## config.mk

```make
export PLATFORM = sky130hd
export DESIGN_NAME = iir_filter_mc_flat
export DESIGN_NICKNAME = d
export VERILOG_FILES = /design/src/rtl/iir_filter_pkg.sv /design/src/rtl/iir_filter_mc_if.sv /design/src/rtl/iir_filter_mac.sv /design/src/rtl/iir_filter_mc.sv /design/src/flat_wrapper.sv
export SDC_FILE = /design/constraint.sdc
export NUM_CORES = 2
export LEC_CHECK = 0
export CAP_MARGIN = 20
export CORE_ASPECT_RATIO = 0.9
export CORE_MARGIN = 3
export CORE_UTILIZATION = 47
export DETAILED_ROUTE_END_ITERATION = 10
export GPL_ROUTABILITY_DRIVEN = 0
export HOLD_SLACK_MARGIN = 0.06
export MAX_ROUTING_LAYER = met4
export REMOVE_ABC_BUFFERS = 1
export SLEW_MARGIN = 20
export SYNTH_ARGS = -nofsm -noshare
export SYNTH_HDL_FRONTEND = slang
export SYNTH_SLANG_ARGS = --single-unit
```

## constraint.sdc

```tcl
create_clock -name clk -period 11.25 [get_ports clk]
set_input_delay 3.375 -clock clk [delete_from_list [all_inputs] [get_ports clk]]
set_output_delay 3.375 -clock clk [all_outputs]
set_load 0.005 [all_outputs]
```

## src/rtl/iir_filter_pkg.sv

```systemverilog
// Shared types and width/bound helpers for the multi-channel first-order IIR filter.
package iir_filter_pkg;

   typedef enum logic {
      MODE_LEGACY = 1'b0,
      MODE_COEF   = 1'b1
   } mode_e;

   // Three products of WIDTH x COEF_W bits plus headroom for their sum.
   function automatic int acc_width(input int width, input int coef_w);
      return width + coef_w + 2;
   endfunction

   function automatic longint sat_hi(input int width);
      return (longint'(1) <<< (width - 1)) - longint'(1);
   endfunction

   function automatic longint sat_lo(input int width);
      return -(longint'(1) <<< (width - 1));
   endfunction

endpackage

```

## src/rtl/iir_filter_mc_if.sv

```systemverilog
// Valid/ready stream carrying a channel tag and one sample.
interface iir_filter_mc_if #(
   parameter int WIDTH = 16,
   parameter int CH_W  = 2
);
   logic             valid;
   logic             ready;
   logic [CH_W-1:0]  ch;
   logic [WIDTH-1:0] data;

   modport master (output valid, ch, data, input ready);
   modport slave  (input valid, ch, data, output ready);
endinterface

```

## src/rtl/iir_filter_mac.sv

```systemverilog
// Combinational filter datapath: wrapping legacy sum or saturating fixed-point MAC.
module iir_filter_mac
   import iir_filter_pkg::*;
#(
   parameter int WIDTH  = 16,
   parameter int COEF_W = 16,
   parameter int FRAC   = 14
)(
   input  mode_e                    mode,
   input  logic signed [COEF_W-1:0] b0,
   input  logic signed [COEF_W-1:0] b1,
   input  logic signed [COEF_W-1:0] a1,
   input  logic signed [WIDTH-1:0]  x,
   input  logic signed [WIDTH-1:0]  x_prev,
   input  logic signed [WIDTH-1:0]  y_prev,
   output logic signed [WIDTH-1:0]  y,
   output logic                     sat
);
   localparam int ACC_W = acc_width(WIDTH, COEF_W);
   typedef logic signed [ACC_W-1:0] acc_t;

   localparam acc_t                    ACC_HI = acc_t'(sat_hi(WIDTH));
   localparam acc_t                    ACC_LO = acc_t'(sat_lo(WIDTH));
   localparam logic signed [WIDTH-1:0] Y_HI   = WIDTH'(sat_hi(WIDTH));
   localparam logic signed [WIDTH-1:0] Y_LO   = WIDTH'(sat_lo(WIDTH));

   acc_t                    acc;
   acc_t                    shr;
   logic signed [WIDTH-1:0] wrap;

   always_comb begin
      acc  = acc_t'(b0) * acc_t'(x) + acc_t'(b1) * acc_t'(x_prev) + acc_t'(a1) * acc_t'(y_prev);
      // Arithmetic shift floors toward minus infinity, matching the fixed-point scaling.
      shr  = acc >>> FRAC;
      wrap = x + x_prev + y_prev;
      y    = wrap;
      sat  = 1'b0;
      if (mode == MODE_COEF) begin
         if (shr > ACC_HI) begin
            y   = Y_HI;
            sat = 1'b1;
         end else if (shr < ACC_LO) begin
            y   = Y_LO;
            sat = 1'b1;
         end else begin
            y   = shr[WIDTH-1:0];
         end
      end
   end

endmodule

```

## src/rtl/iir_filter_mc.sv

```systemverilog
// Time-multiplexed first-order IIR filter: stage A holds the accepted sample,
// stage B is the output register; channel history is written on the A->B move.
module iir_filter_mc
   import iir_filter_pkg::*;
#(
   parameter int  WIDTH    = 16,
   parameter int  COEF_W   = 16,
   parameter int  FRAC     = 14,
   parameter int  CHANNELS = 4,
   localparam int CH_W     = (CHANNELS > 1) ? $clog2(CHANNELS) : 1
)(
   input  logic                     clk,
   input  logic                     reset_n,
   input  logic                     clear,
   input  logic                     mode,
   input  logic signed [COEF_W-1:0] coef_b0,
   input  logic signed [COEF_W-1:0] coef_b1,
   input  logic signed [COEF_W-1:0] coef_a1,
   iir_filter_mc_if.slave           in_s,
   iir_filter_mc_if.master          out_m,
   output logic [CHANNELS-1:0]      ovf,
   input  logic                     ovf_clr
);
   logic                            a_vld;
   logic [CH_W-1:0]                 a_ch;
   logic signed [WIDTH-1:0]         a_x;
   logic                            b_vld;
   logic [CH_W-1:0]                 b_ch;
   logic signed [WIDTH-1:0]         b_y;
   logic [CHANNELS-1:0][WIDTH-1:0]  x_hist;
   logic [CHANNELS-1:0][WIDTH-1:0]  y_hist;

   logic                            a_adv;
   logic                            a_ok;
   logic [CH_W-1:0]                 a_idx;
   logic signed [WIDTH-1:0]         y_new;
   logic                            sat;

   assign a_adv      = a_vld && (!b_vld || out_m.ready);
   assign a_ok       = {1'b0, a_ch} < (CH_W + 1)'(CHANNELS);
   // Out-of-range tags still need a legal read index; their result is dropped.
   assign a_idx      = a_ok ? a_ch : '0;
   assign in_s.ready = !a_vld || a_adv;

   assign out_m.valid = b_vld;
   assign out_m.ch    = b_ch;
   assign out_m.data  = b_y;

   iir_filter_mac #(
      .WIDTH  (WIDTH),
      .COEF_W (COEF_W),
      .FRAC   (FRAC)
   ) u_mac (
      .mode   (mode_e'(mode)),
      .b0     (coef_b0),
      .b1     (coef_b1),
      .a1     (coef_a1),
      .x      (a_x),
      .x_prev ($signed(x_hist[a_idx])),
      .y_prev ($signed(y_hist[a_idx])),
      .y      (y_new),
      .sat    (sat)
   );

   always_ff @(posedge clk or negedge reset_n) begin
      if (!reset_n) begin
         a_vld  <= 1'b0;
         a_ch   <= '0;
         a_x    <= '0;
         b_vld  <= 1'b0;
         b_ch   <= '0;
         b_y    <= '0;
         ovf    <= '0;
         x_hist <= '0;
         y_hist <= '0;
      end else if (clear) begin
         a_vld  <= 1'b0;
         b_vld  <= 1'b0;
         ovf    <= '0;
         x_hist <= '0;
         y_hist <= '0;
      end else begin
         if (in_s.ready) begin
            a_vld <= in_s.valid;
            if (in_s.valid) begin
               a_ch <= in_s.ch;
               a_x  <= $signed(in_s.data);
            end
         end

         if (a_adv && a_ok) begin
            b_vld         <= 1'b1;
            b_ch          <= a_ch;
            b_y           <= y_new;
            x_hist[a_idx] <= a_x;
            y_hist[a_idx] <= y_new;
         end else if (out_m.ready) begin
            b_vld <= 1'b0;
         end

         // A fresh saturation outranks a clear landing on the same edge.
         for (int i = 0; i < CHANNELS; i++) begin
            if (a_adv && a_ok && sat && (a_idx == CH_W'(i)))
               ovf[i] <= 1'b1;
            else if (ovf_clr)
               ovf[i] <= 1'b0;
         end
      end
   end

endmodule

```

## src/flat_wrapper.sv

```systemverilog
// flat-port wrapper written by rule: the top's interface ports become plain ports
module iir_filter_mc_flat import iir_filter_pkg::*;
#(
   parameter int  WIDTH    = 16,
   parameter int  COEF_W   = 16,
   parameter int  FRAC     = 14,
   parameter int  CHANNELS = 4,
   localparam int CH_W     = (CHANNELS > 1) ? $clog2(CHANNELS) : 1
)
  (clk, reset_n, clear, mode, coef_b0, coef_b1, coef_a1, ovf, ovf_clr, in_s_valid, in_s_ch, in_s_data, in_s_ready, out_m_valid, out_m_ch, out_m_data, out_m_ready);
  iir_filter_mc_if #(.WIDTH(WIDTH), .CH_W((2))) in_s_i ();
  iir_filter_mc_if #(.WIDTH(WIDTH), .CH_W((2))) out_m_i ();
  input  logic clk;
  input  logic reset_n;
  input  logic clear;
  input  logic mode;
  input  logic signed [COEF_W-1:0] coef_b0;
  input  logic signed [COEF_W-1:0] coef_b1;
  input  logic signed [COEF_W-1:0] coef_a1;
  output logic [CHANNELS-1:0] ovf;
  input  logic ovf_clr;
  input wire logic [$bits(in_s_i.valid)-1:0] in_s_valid;
  input wire logic [$bits(in_s_i.ch)-1:0] in_s_ch;
  input wire logic [$bits(in_s_i.data)-1:0] in_s_data;
  output wire logic [$bits(in_s_i.ready)-1:0] in_s_ready;
  output wire logic [$bits(out_m_i.valid)-1:0] out_m_valid;
  output wire logic [$bits(out_m_i.ch)-1:0] out_m_ch;
  output wire logic [$bits(out_m_i.data)-1:0] out_m_data;
  input wire logic [$bits(out_m_i.ready)-1:0] out_m_ready;
  assign in_s_i.valid = in_s_valid;
  assign in_s_i.ch = in_s_ch;
  assign in_s_i.data = in_s_data;
  assign in_s_ready = in_s_i.ready;
  assign out_m_valid = out_m_i.valid;
  assign out_m_ch = out_m_i.ch;
  assign out_m_data = out_m_i.data;
  assign out_m_i.ready = out_m_ready;
  iir_filter_mc #(.WIDTH(WIDTH), .COEF_W(COEF_W), .FRAC(FRAC), .CHANNELS(CHANNELS)) u_core (.clk(clk), .reset_n(reset_n), .clear(clear), .mode(mode), .coef_b0(coef_b0), .coef_b1(coef_b1), .coef_a1(coef_a1), .in_s(in_s_i), .out_m(out_m_i), .ovf(ovf), .ovf_clr(ovf_clr));
endmodule
```

### Word level (Yosys, flattened, before mapping)

Cells that the tools add are included.

| word-level totals | value |
|---|---|
| input bits | 73 |
| output and inout port bits | 24 |
| logic and storage cells | 83 |
| bits in registers | 170 |

| operators by class | value |
|---|---|
| $add $sub $neg | 4 |
| $mul | 3 |
| bitwise logic cells | 1 |
| reduce and logical (&&, ||, !) cells | 21 |
| muxes and demuxes | 29 |
| equal/unequal tests | 3 |
| magnitude comparators | 4 |

Operators by type and width:

| operator | number |
|---|---|
| $mux W64 | 4 |
| $bwmux W64 | 2 |
| $mul A16 B16 Y32 | 3 |
| $mux W16 | 6 |
| $bmux W16 S2 | 2 |
| $add A33 B32 Y34 | 1 |
| $add A32 B32 Y33 | 1 |
| $add A16 B16 Y16 | 2 |
| $demux W16 S2 | 1 |
| $gt A20 B16 Y1 const B | 1 |
| $lt A20 B16 Y1 const B | 1 |
| $reduce_bool A3 Y1 | 5 |
| $mux W1 | 13 |
| $logic_and A1 B1 Y1 | 7 |
| $eq A2 B2 Y1 const B | 2 |
| $mux W4 | 1 |
| $reduce_bool A2 Y1 | 2 |
| $lt A2 B3 Y1 const B | 1 |
| $reduce_and A3 Y1 | 1 |
| $eq A2 B1 Y1 const B | 1 |
| $ge A2 B1 Y1 const B | 1 |
| $logic_not A1 Y1 | 2 |
| $logic_not A2 Y1 | 1 |
| $logic_or A1 B1 Y1 | 2 |
| other kinds (2) | 2 |

### Depth between registers and ports, before layout

| depth | value |
|---|---|
| depth in word-level cells | 13 |
| depth in mapped cells | 35 |
| gate-level depth less buffers | 30 |

### Cells and area by module

A second synthesis with hierarchy kept.

| second synthesis, totals | value |
|---|---|
| cells, all modules | 3940 |
| area total of the unflattened synthesis | 39744.4 µm² |

Modules (own cells, without submodules):

| module | seq. area each (µm²) | area each (µm²) | instances | cells each |
|---|---|---|---|---|
| iir_filter_mac | 0.0 | 31557.8 | 1 | 3340 |
| iir_filter_mc | 4254.1 | 8186.6 | 1 | 600 |

### Least setup slack after synthesis

No wires, ideal clock.

| path | value |
|---|---|
| path type | input -> register |
| from | input port coef_a1[15] |
| to | register u_core.y_hist[15] in the netlist's numbering |
| data required time | 11.128 ns |
| slack | -0.358 ns |
| stages on the path | 27 |
| data arrival time | 11.487 ns |
| buffers on the path | 3 |
| cell sequence | clkbuf_1 nand2_1 fa_1 fa_1 inv_1 fa_1 inv_1 fa_1 inv_1 fa_1 fa_1 fa_1 fa_1 inv_1 fa_1 inv_1 ha_1 buf_2 nand4_1 or4_1 or3_1 a311oi_1 nor3_1 nor2_2 buf_2 nand2_1 a32o_1 |

| on the way | value |
|---|---|
| word-level cells in the longest chain between the ends | 9 |

RTL lines:

| element | RTL line | text |
|---|---|---|
| from (decl) | flat_wrapper.sv:19 | `input logic signed [COEF_W-1:0] coef_a1;` |
| $mul A16 B16 Y32 (*) | iir_filter_mac.sv:32 | `acc = acc_t'(b0) * acc_t'(x) + acc_t'(b1) * acc_t'(x_prev) + acc_t'(a1) * acc_t'(y_prev);` |
| $add A33 B32 Y34 (*) | iir_filter_mac.sv:32 |  |
| $lt A20 B16 Y1 | iir_filter_mac.sv:42 | `end else if (shr < ACC_LO) begin` |
| $mux W16 | iir_filter_mac.sv:42 |  |
| $mux W16 (*) | iir_filter_mac.sv:39 | `if (shr > ACC_HI) begin` |
| $mux W16 (*) | iir_filter_mac.sv:38 | `if (mode == MODE_COEF) begin` |
| $bwmux W64 (*) | iir_filter_mc.sv:96 | `y_hist[a_idx] <= y_new;` |
| $mux W64 (*) | iir_filter_mc.sv:91 | `if (a_adv && a_ok) begin` |
| $mux W64 (*) | iir_filter_mc.sv:76 | `end else if (clear) begin` |
| to (signal, indexed assignment) | iir_filter_mc.sv:96 |  |
| to (decl) | iir_filter_mc.sv:31 | `logic [CHANNELS-1:0][WIDTH-1:0] y_hist;` |

Mark *: on every way between the ends. The rest lies on a longest branch, timed or not. The select of a mux whose other input is x is not followed.
A chain may end at the register's enable or synchronous reset.

### Worst setup path after layout

| path | value |
|---|---|
| from | input port coef_b1[15] |
| to | register u_core.y_hist[17] in the netlist's numbering |

| on the way | value |
|---|---|
| word-level cells in the longest chain between the ends | 10 |

RTL lines:

| element | RTL line | text |
|---|---|---|
| from (decl) | flat_wrapper.sv:18 | `input logic signed [COEF_W-1:0] coef_b1;` |
| $mul A16 B16 Y32 (*) | iir_filter_mac.sv:32 |  |
| $add A32 B32 Y33 (*) | iir_filter_mac.sv:32 |  |
| $add A33 B32 Y34 (*) | iir_filter_mac.sv:32 |  |
| $lt A20 B16 Y1 | iir_filter_mac.sv:42 |  |
| $mux W16 | iir_filter_mac.sv:42 |  |
| $mux W16 (*) | iir_filter_mac.sv:39 |  |
| $mux W16 (*) | iir_filter_mac.sv:38 |  |
| $bwmux W64 (*) | iir_filter_mc.sv:96 |  |
| $mux W64 (*) | iir_filter_mc.sv:91 |  |
| $mux W64 (*) | iir_filter_mc.sv:76 |  |

Marks and branches as above.

==> summary.md <==
| Metric | Value |
|---|---|
| Result of the run | complete, no violations |
| Number of placement rows | 99 |
| Dpl cells | 5,427 |
| Gr usage total | 0.2885 |
| Minimum clock period after layout | 11.20 ns |
| Fraction of the mapped netlist area in simple logic gates | 0.1376 |
| Class of the most critical setup path | primary input to register |
| Nets | 5,684 |
| Path category of the worst min-delay check | register to register |
| Vias in the first global route | 31,247 |
| Worst-Skew Late Latency | ~0.44 ns |
| Register bit count reported by yosys | 170 |
| Setup TNS after final layout | 0 ns |
| Origin of the worst setup path | coef_b1[15] |
| Synth top area cells | fa_1, dfrtp_1, inv_1, ha_1, nand2_1 |
| Final wirelength | 118.2 mm |
| Antenna Violating Nets Remaining | 0 |
| Cell at the root of the clock tree | clkbuf_16 |
| Fraction of synthesized cell area in xor and xnor cells | 0.01096 |
| MaxCap Viol Count | 0 |
| Synthesized instance count | roughly 4,100 |
| Overall via count from detail_route | around 30,000 |
| R2r worst-path depth | 27 |
| Vias/cell | between 5 and 6 |
| Cell variety after synth | 59 |
| Setup clock skew after layout | ~0.013 ns |
| Relative max-transition margin | 0.07864 |
| Primary flip-flop cell chosen by synthesis mapping | dfrtp_1 |
| Pin count of the biggest net entering global routing | between 90 and 100 |
| Final worst-path cycle share | 0.9952 |
| Adder-Cell Fraction of Synth Area | 0.5514 |
| Reg2reg start | u_core.a_ch[1] |
| Yosys warning count | 0 |
| Proportion of register bits with asynchronous set or reset after synthesis | 1.000 |
| Longest individual stage delay on the worst path | approximately 0.64 ns |
| Setup slack of the most critical reg-to-reg path | ~0.91 ns |
| Endpoint of the worst-slack reg-to-reg timing path | u_core.y_hist[17] |
| Hold Path Depth | 2 |
| Die X | 310.3 um |
| EDFF count, synth | 0 |
| P&R area growth vs syn | 21.56% |
| RSZ-0062 raised after global routing | yes |
| Count of pins on the block boundary | 97 |
| Post-layout util | 0.5816 |
| Endpoints failing hold | 0 |
| Port Buffers | 96 |
| Remaining global-route overflow | 0 |
| Fraction of layout instances using a drive strength above 1 | 0.2087 |
| Drt drc | 0 |
| Library cell with the highest instance count after synthesis | inv_1 |
| # hold bufs at CTS | 0 |
| Die area | around 87,000 sq um |
| Max Clk Rate | around 89 MHz |
| Syn avg cell area | approximately 9.6 sq um |
| First drt pass iteration count | 5 |
| First-pass GRT wire length | 184.6 mm |
| Compound-gate portion of the synthesized area | 0.04989 |
| Core area | around 82,000 sq um |
| DIE HEIGHT | between 200 and 300 um |
| Num CTS Buffers | 17 |
| Required arrival time at the worst endpoint | 11.51 ns |
| Cell type with the highest aggregate area in the netlist | fa_1 |
| Post-Route Hold Slack | 0.4838 ns |
| Capturing element of the worst setup path | u_core.y_hist[17] |
| Proportion of synthesized area in mux cells | 0.02431 |
| Sort of element at the end of the critical path | register |
| WP data arrival | between 10 and 15 ns |
| Avg WL per Cell | approximately 21 um |
| Dominant combinational cell family by area after synthesis | adder cells |
| Setup violations, final | 0 |
| Post-Synthesis Cell Area | ~39,000 sq um |
| Diodes inserted | 0 |
| Clock slew at the register clock pins of the worst setup and hold paths | about 0.080 ns |
| Layout fillers | 7,132 |
| Starting utilization of the core area | 0.4784 |
| Post-synthesis sequential area ratio | 0.1086 |
| Count of pins over their slew limit | 0 |
| Slowest stage cell, crit path | fa_2 |
| Clock Path Buffers | 2 |
| Worst Path Max Fanout | 8 |
| Number of cells in the finished layout apart from fillers | 5,577 |
| Half-perimeter wire length of the detailed placement result | approximately 93 mm |
| CTS tree | done |
| Startpoint class of the critical path | primary input |
| Cell repeated most along the worst path | fa_1 |
| Antenna violations before repair | 3 |
| DRC marker count from the first detailed-route iteration | between 2,000 and 2,500 |
| Slew of the pin with the lowest slew margin | between 1 and 1.5 ns |
| Fraction of post-synthesis cell area in the top cell type by area | 0.4840 |
| Htree depth | 4 |
| Number of clock sinks seen by CTS | 170 |
| Commonest cells post-synth | inv_1, fa_1, nand2_1, and2_1, ha_1 |
[sequential cells by signal (all words and copies together), names as in the netlist]
name,flops
u_core.a_x,16
u_core.a_vld,1
u_core.x_hist,64
u_core.ovf,4
u_core.out_m.valid,1
u_core.y_hist,64
u_core.out_m.ch,2
u_core.out_m.data,16
u_core.a_ch,2
[worst max-delay path: cells and delay by family]
kind                       cells  cell delay, ns
adders and majority gates     10            4.90
AOI/OAI and AO/OA              4            0.71
buffers and inverters         10            1.15
and+or+nand+nor                5            1.30
[logic make-up (layout without fill, tap and decap cells)]
logic type,Yosys count,count (layout)
fa+ha+maj,1158,1158
flops,170,170
compound gates,286,286
buf+inv,1219,1619
simple gates,1128,1129
xor+xnor,49,49
mux,55,55
[placed cells by master, fill, tap and decap left out, types with 25 or more instances in the layout]
cell type / netlist / routed
inv_2: 0 / 65
a21oi_1: 97 / 92
fa_1: 947 / 858
o21ai_0: 29 / 25
o221ai_2: 0 / 55
nand2_1: 610 / 590
buf_12: 0 / 66
mux4_2: 30 / 30
fa_2: 0 / 89
nor2_1: 55 / 42
clkdlybuf4s50_1: 0 / 47
and2_1: 363 / 330
and2_4: 0 / 33
clkbuf_16: 0 / 25
ha_1: 211 / 191
buf_4: 0 / 304
xnor2_1: 34 / 32
inv_1: 1050 / 980
dfrtp_1: 170 / 168
buf_6: 0 / 50
[final cells by class]
| type | count | area, sq um | share of cell area |
|---|---|---|---|
| clock buffers | 18 | 429.2 | 0.009013 |
| clock inverters | 14 | 141.4 | 0.002969 |
| inverters | 1050 | 3956 | 0.08309 |
| multi-input cells | 2677 | 31820 | 0.6683 |
| flip-flops and latches | 170 | 4257 | 0.08939 |
| well taps | 1111 | 1390 | 0.02919 |
| repair buffers | 537 | 5623 | 0.1181 |
[per-layer routing]
layer / routed length (um) / up-vias / global-route usage
li1: - / 12740 / -
met1: 51070 / 15269 / 0.4042
met3: 7165 / 165 / 0.03062
met2: 55470 / 971 / 0.4511
met5: 0 / - / -
met4: 4487 / 0 / 0.08027
[timing repair]
action | in CTS | in global routing
endpoints found under the setup margin | 84 | 84
buffers inserted | 58 | 49
gates cloned | 11 | 11
pin swaps | 172 | 297
gates resized for setup | 281 | 368
[worst min path at each step]
stage / start / slack (ns) / endpoint
detailed placement: u_core.out_m.ch[0] / 0.46 / u_core.out_m.ch[0]
global placement: u_core.out_m.ch[1] / 0.46 / u_core.out_m.ch[1]
finish: u_core.out_m.ch[1] / 0.48 / u_core.out_m.ch[1]
global route: u_core.out_m.ch[0] / 0.50 / u_core.out_m.ch[0]
CTS: u_core.y_hist[5] / 0.49 / u_core.y_hist[5]
floorplan: u_core.y_hist[33] / 0.45 / u_core.y_hist[33]
[stage by stage]
stage / area (sq um) / setup slack [ns]
final: 47620 / 0.05419
after global routing: 47620 / -0.1362
after CTS: 46000 / 0.0006821
after detailed placement: 43950 / -1.034
after global placement: 43950 / -1.005
after floorplan: 38520 / -0.4058
Power is not shown: default switching activity piles up to over one toggle a cycle in this logic, so the estimate is an artifact.
